### config.mk
export PLATFORM = sky130hd
export DESIGN_NAME = data_memory_bank
export DESIGN_NICKNAME = d
export VERILOG_FILES = /design/src/rtl/data_memory_bank.sv
export SDC_FILE = /design/constraint.sdc
export NUM_CORES = 1
export LEC_CHECK = 0
export ABC_AREA = 1
export BUFFER_PORTS_ARGS = -buffer_cell sky130_fd_sc_hd__buf_4
export CORE_ASPECT_RATIO = 0.5
export CORE_MARGIN = 8
export CORE_UTILIZATION = 56
export DETAILED_ROUTE_END_ITERATION = 6
export GPL_TIMING_DRIVEN = 0
export PLACE_DENSITY = 0.76
export SETUP_SLACK_MARGIN = 0.4
export SYNTH_ARGS = -nofsm -noshare
export SYNTH_HDL_FRONTEND = slang
export SYNTH_SLANG_ARGS = --single-unit
### constraint.sdc
create_clock -name clk -period 3 [get_ports clk]
set_clock_uncertainty 0.05 [all_clocks]
set_input_delay 0.9 -clock clk [delete_from_list [all_inputs] [get_ports clk]]
set_output_delay 0.9 -clock clk [all_outputs]
set_load 0.02 [all_outputs]
### src/rtl/data_memory_bank.sv
// Parametrised single-port data memory with a post-reset pattern init engine,
// registered reads with a valid strobe, write-first forwarding and optional range checking.
module data_memory_bank #(
    parameter int unsigned DATA_WIDTH = 8,
    parameter int unsigned ADDR_WIDTH = 8,
    parameter int unsigned DEPTH      = 32,
    parameter int unsigned ALIAS      = 1
) (
    input  logic                  clk,
    input  logic                  reset,
    input  logic [ADDR_WIDTH-1:0] address,
    input  logic [DATA_WIDTH-1:0] write_data,
    input  logic                  mem_write,
    input  logic                  mem_read,
    output logic [DATA_WIDTH-1:0] read_data,
    output logic                  read_valid,
    output logic                  ready,
    output logic                  addr_error
);

    localparam int unsigned IDX_W = (DEPTH > 1) ? $clog2(DEPTH) : 1;
    localparam int unsigned HALF  = DEPTH / 2;

    typedef enum logic {
        INIT = 1'b0,
        RUN  = 1'b1
    } state_t;

    state_t                state_q;
    state_t                state_d;
    logic [IDX_W-1:0]      init_ptr;
    logic [DATA_WIDTH-1:0] mems [DEPTH];

    logic [IDX_W-1:0]      idx_c;
    logic                  in_range_c;
    logic                  init_we_c;
    logic                  init_last_c;
    logic                  acc_c;
    logic                  ready_c;
    logic [DATA_WIDTH-1:0] pattern_c;
    logic [DATA_WIDTH-1:0] rd_next_c;

    // State register
    always_ff @(posedge clk) begin
        if (reset) begin
            state_q <= INIT;
        end else begin
            state_q <= state_d;
        end
    end

    // Next-state logic: leave INIT once the last word has been written
    always_comb begin
        state_d = state_q;
        if (state_q == INIT && init_last_c) begin
            state_d = RUN;
        end
    end

    // Control decode and next values for the registered outputs
    always_comb begin
        idx_c       = address[IDX_W-1:0];
        in_range_c  = (ALIAS != 0) || ({1'b0, address} < (ADDR_WIDTH + 1)'(DEPTH));
        init_we_c   = (state_q == INIT);
        init_last_c = (init_ptr == IDX_W'(DEPTH - 1));
        acc_c       = (state_q == RUN);
        ready_c     = (state_d == RUN);
        pattern_c   = DATA_WIDTH'(init_ptr);
        if (init_ptr >= IDX_W'(HALF)) begin
            pattern_c = DATA_WIDTH'(0) - DATA_WIDTH'(init_ptr - IDX_W'(HALF));
        end
        rd_next_c = mems[idx_c];
        if (!in_range_c) begin
            rd_next_c = '0;
        end else if (mem_write) begin
            rd_next_c = write_data;
        end
    end

    // Registered outputs and init pointer
    always_ff @(posedge clk) begin
        if (reset) begin
            init_ptr   <= '0;
            ready      <= 1'b0;
            read_valid <= 1'b0;
            read_data  <= '0;
            addr_error <= 1'b0;
        end else begin
            if (init_we_c) begin
                init_ptr <= init_ptr + IDX_W'(1);
            end
            ready      <= ready_c;
            read_valid <= acc_c && mem_read;
            addr_error <= acc_c && (mem_read || mem_write) && !in_range_c;
            if (acc_c && mem_read) begin
                read_data <= rd_next_c;
            end
        end
    end

    // Storage array; reset itself never touches contents
    always_ff @(posedge clk) begin
        if (!reset) begin
            if (init_we_c) begin
                mems[init_ptr] <= pattern_c;
            end else if (acc_c && mem_write && in_range_c) begin
                mems[idx_c] <= write_data;
            end
        end
    end

endmodule
* Word level (Yosys, flattened, before mapping)
Memories as Yosys holds them, arrays and structs flattened. A register that Yosys moved wholly into a read port is not among the register bits.
Cells that the tools add are included.
** Cells by class
- Reductions and logical operators :: 4
- Muxes and demuxes :: 11
- Equality and inequality tests :: 1
- Add/subtract/negate cells :: 3
- Bitwise operators :: 1
- $lt $le $gt $ge :: 1
** Operators with widths (count)
- $mux W8 :: 2
- $mux W1 :: 8
- $reduce_or A8 Y1 :: 1
- $sub A1 B6 Y7 const A :: 1
- $sub A5 B5 Y6 const B :: 1
- $add A5 B1 Y5 const B :: 1
- $eq A5 B5 Y1 const B :: 1
- $ge A5 B5 Y1 const B :: 1
- $mux W5 :: 1
- $logic_and A1 B1 Y1 :: 3
- $not A1 Y1 :: 1
** Storage, ports and cells
- Output and inout port bits :: 11
- Memory bits (writable) :: 256
- Memories kept :: 1
- Logic and storage cells :: 25
- Flip-flop bits (word level) :: 7
** Memory list
- mems :: depth 32, bits a word 8, read ports 1, clocked after Yosys merged registers in 1, write ports 1, RTL line 32 : logic [DATA_WIDTH-1:0] mems [DEPTH];

* Longest topological paths before layout
- Depth in word-level cells :: 7
- Gate-level depth with buffers :: 14
- Depth with buffers taken out :: 11

* Least setup slack after synthesis
No wires, ideal clock.
- Path kind :: input to register
- Start point :: input reset
- End point :: memory mems[0][5], data pin
- Data arrival time :: 2.614 ns
- Setup slack :: -0.128 ns
- Stages on the path :: 5
- Required time :: 2.486 ns
- Library setup time :: 0.464 ns
- Path through :: inv_2 > nand3_4 > buf_6 > nand2_1 > o21ai_0
** Between the ends
- Cells in the longest elaborated chain, start to end :: 4
** RTL lines
- start, declared :: RTL line 10 : input logic reset,
- $mux W1 :: RTL line 103 : if (!reset) begin
- $mux W1 (not written as such) :: RTL line 107 : mems[idx_c] <= write_data;
- $reduce_or A8 Y1 (no source line)
- $mux W8 (no source line)
- end, declared :: RTL line 32
No other way between the ends.

* Final worst setup path
- Start point :: input address[1]
- End point :: memory mems[5][0] (enable)
** Between the ends
- Cells in the longest elaborated chain, start to end :: 1
** RTL lines
- start, declared :: RTL line 11 : input logic [ADDR_WIDTH-1:0] address,
- $mux W5 (no source line)
No other way between the ends.

==> flow_summary.ini <==
[routing]
vias = 8534
dr.pass1.iters = 5
totalWireLength_mm = 31.5
vias_per_cell = 6.13
drc = 0
drtIter0Drc = 1217
ant_nets = 0
avgRoutedWirePerCell_microns = 22.6

[floorplan]
std_cell_rows = 37
pin_count = 31
core_area_sq_um = 20400
start_util_pct = 56.5
die_h_microns = 117
dieWidth_microns = 219
dieArea_sq_um = 25700

[logic_synthesis]
synth_edf_count = 256
yosysSeqAreaShare_pct = 69.4
synth_area_leaders = edfxtp_1 (67%), nand3_1 (7.0%), nand2_1 (6.9%)
ys_seq_elements = 271
syn_nets = 1053
synth.avg_cell_area_sq_um = 11.2
synth_flop_cell = edfxtp_1
netlist_top_cells_count = edfxtp_1 (256), nand2_1 (213), nand3_1 (161), nor2_1 (145), o21ai_0 (45)
synth.most_common_cell = edfxtp_1
async_flop_share_pct = 0
syn-instance-count = 1030
synth_cell_type_count = 31
synth_top_area_share_pct = 66.8
yosysWarningCount = 0
synth_largest_area_cell = edfxtp_1
synth.cell_area_sq_um = 11500

[worst_setup_path]
worstPathRequired_ns = 3.20
rr_endpoint = mems[5][0]$_DFFE_PP_
worstSetupPathType = in2reg
ff2ff_path_depth = 11
r2r_slack_ns = 0.37
path_max_fanout = 10
timing.rr.start = ready$_SDFFE_PP0P_
arrival_ns = 2.94
end_kind = register
worst_setup_path_start_kind = input pin

[cts]
numCtsBuffers = 25
clockBufferDepth = 3
ctsHoldBuffers = 0
clk_pin_slew_worst_paths_ns = 0.07
root_buffer = clkbuf_16
clock-sinks = 271
clkLatencyLatePin_ns = 0.54
cts_tree = built
htree_levels = 1

[pwr]
p_per_area_nw_per_um2 = 577
power_mw = 7.75
leakage_nw = 4.81
irDropWorstVdd_mv = 0.302

[sta]
grt_setup_unrepaired = true
fmax_mhz = 365
period_share_pct = 91.4
setup_ws_ns = 0.258
relSlewSlack_pct = 31.3
finalHoldViolCount = 0
finalSetupViolations = 0
tightestPinTransition_ns = 1.03
slew_violations = 0
fin_crit_ns = 2.74

[grt]
overflow = 0
grt_usage_pct = 23.2
grt_pass1_vias = 7883
antenna_found_initial = 0
grt_pass1_wl_mm = 46.0
grt_max_degree = 34

[placement]
io_buffers = 22
place_congestion = 1.04
dp_slack_ns = -0.716
hpwl_mm = 20.8

[layout]
num_antenna_cells = 0
layout-drive-gt1-share_pct = 18.1
final_nets = 1128
fin_util_pct = 65.9
fill_cells = 1442
syn2layout_area_growth_pct = 16.6

[worst_hold_path]
min_from = read_data[3]$_SDFFE_PP0P_
worstHoldPathType = reg2reg
whs_endpoint = read_data[3]$_SDFFE_PP0P_
hold_depth = 2

[job]
cap_viol_max_count = 0

[status]
outcome = finished, final reports clean
[how the worst max path moves through the flow]
stage / startpoint / end / slack [ns] / cells after the start
after floorplan: reset / read_data[4]$_SDFFE_PP0P_ / 0.28 / 9
after CTS: reset / mems[26][7]$_DFFE_PP_ / 0.34 / 10
after detailed placement: address[1] / mems[5][0]$_DFFE_PP_ / -0.72 / 7
after global routing: reset / mems[19][7]$_DFFE_PP_ / 0.24 / 11
after global placement: reset / mems[17][4]$_DFFE_PP_ / -1.18 / 6
final: address[1] / mems[5][0]$_DFFE_PP_ / 0.26 / 8
[routing by layer]
layer / track usage [%] / vias to the layer above / share of wire (%) / wire length, microns
li1: - / 3753 / - / -
met3: 4.90 / 71 / 14 / 4430
met2: 34.5 / 649 / 44 / 13800
met4: 4.98 / 2 / 2.1 / 676
met5: 0 / - / 0.14 / 43
met1: 34.8 / 4059 / 40 / 12500
[power breakdown]
group	switching (mW)	internal, mW
Clock	1.33	1.69
Combinational	0.430	0.155
Sequential	0.0120	4.14
[state kept, by name (all words and copies together) (netlist names)]
signal	cells
init_ptr	5
mems	256
read_data	8
read_valid	1
ready	1
[worst max-delay path, cell delays in order]
cell	delay (ns)
buf_4	0.17
inv_2	0.18
clkbuf_2	0.38
o21ai_2	0.18
inv_1	0.16
nand3_2	0.46
nor2_4	0.30
buf_4	0.19
[cell type report]
type	instances	area (sq um)	share of cell area (%)
plain buffers	61	334	2.49
clock buffers	38	736	5.48
clock inverters	3	27.5	0.205
inverters	42	178	1.32
multi-input cells	656	3410	25.4
flip-flops and latches	271	7990	59.5
well taps	273	342	2.54
repair buffers	47	403	3.00
repair inverters	1	7.51	0.0559
[cell usage in the layout, fill, tap and decap left out, types with 4 or more instances in the layout]
cell	synthesis	final
clkbuf_8	0	4
buf_12	0	4
dfxtp_1	15	15
o21ai_1	18	16
a21oi_2	6	6
buf_1	8	6
o21ai_0	45	43
nand3_1	161	150
nand2_1	213	211
buf_2	24	26
buf_4	11	54
nand3_2	8	17
buf_6	4	4
clkbuf_1	14	21
edfxtp_1	256	256
clkbuf_16	0	26
o21ai_2	3	4
a21oi_1	7	7
nor2_1	145	112
nor2_2	5	5
nor2_4	0	33
inv_1	35	34
inv_2	6	5
nor3_1	4	4
o211ai_1	30	30
[kinds of logic after synthesis]
group | count (synthesis) | synth area share, %
AO/OA/AOI/OAI | 112 | 5.87
other | 1 | 0.0326
adder cells (fa/ha/maj) | 3 | 0.326
AND/OR/NAND/NOR | 540 | 20.2
buffers and inverters | 103 | 4.24
flip-flops | 271 | 69.4
[stage by stage]
stage	TNS, ns	std cells	hold WS [ns]	area (sq um)
floorplan	0	1030	0.459	11600
global placement	-222.14	1325	0.412	12100
detailed placement	-147.30	1328	0.408	12100
CTS	0	1371	0.426	13100
global route	0	1392	0.449	13400
finish	0	1392	0.424	13400
[repair_timing]
action | CTS | global route
resized for setup | 63 | 17
cloned | 0 | 1
pin swaps | 1 | 9
endpoints found under the setup margin | 323 | 288
buffers inserted | 2 | 20
No activity file was read; power rests on OpenSTA's default activity.
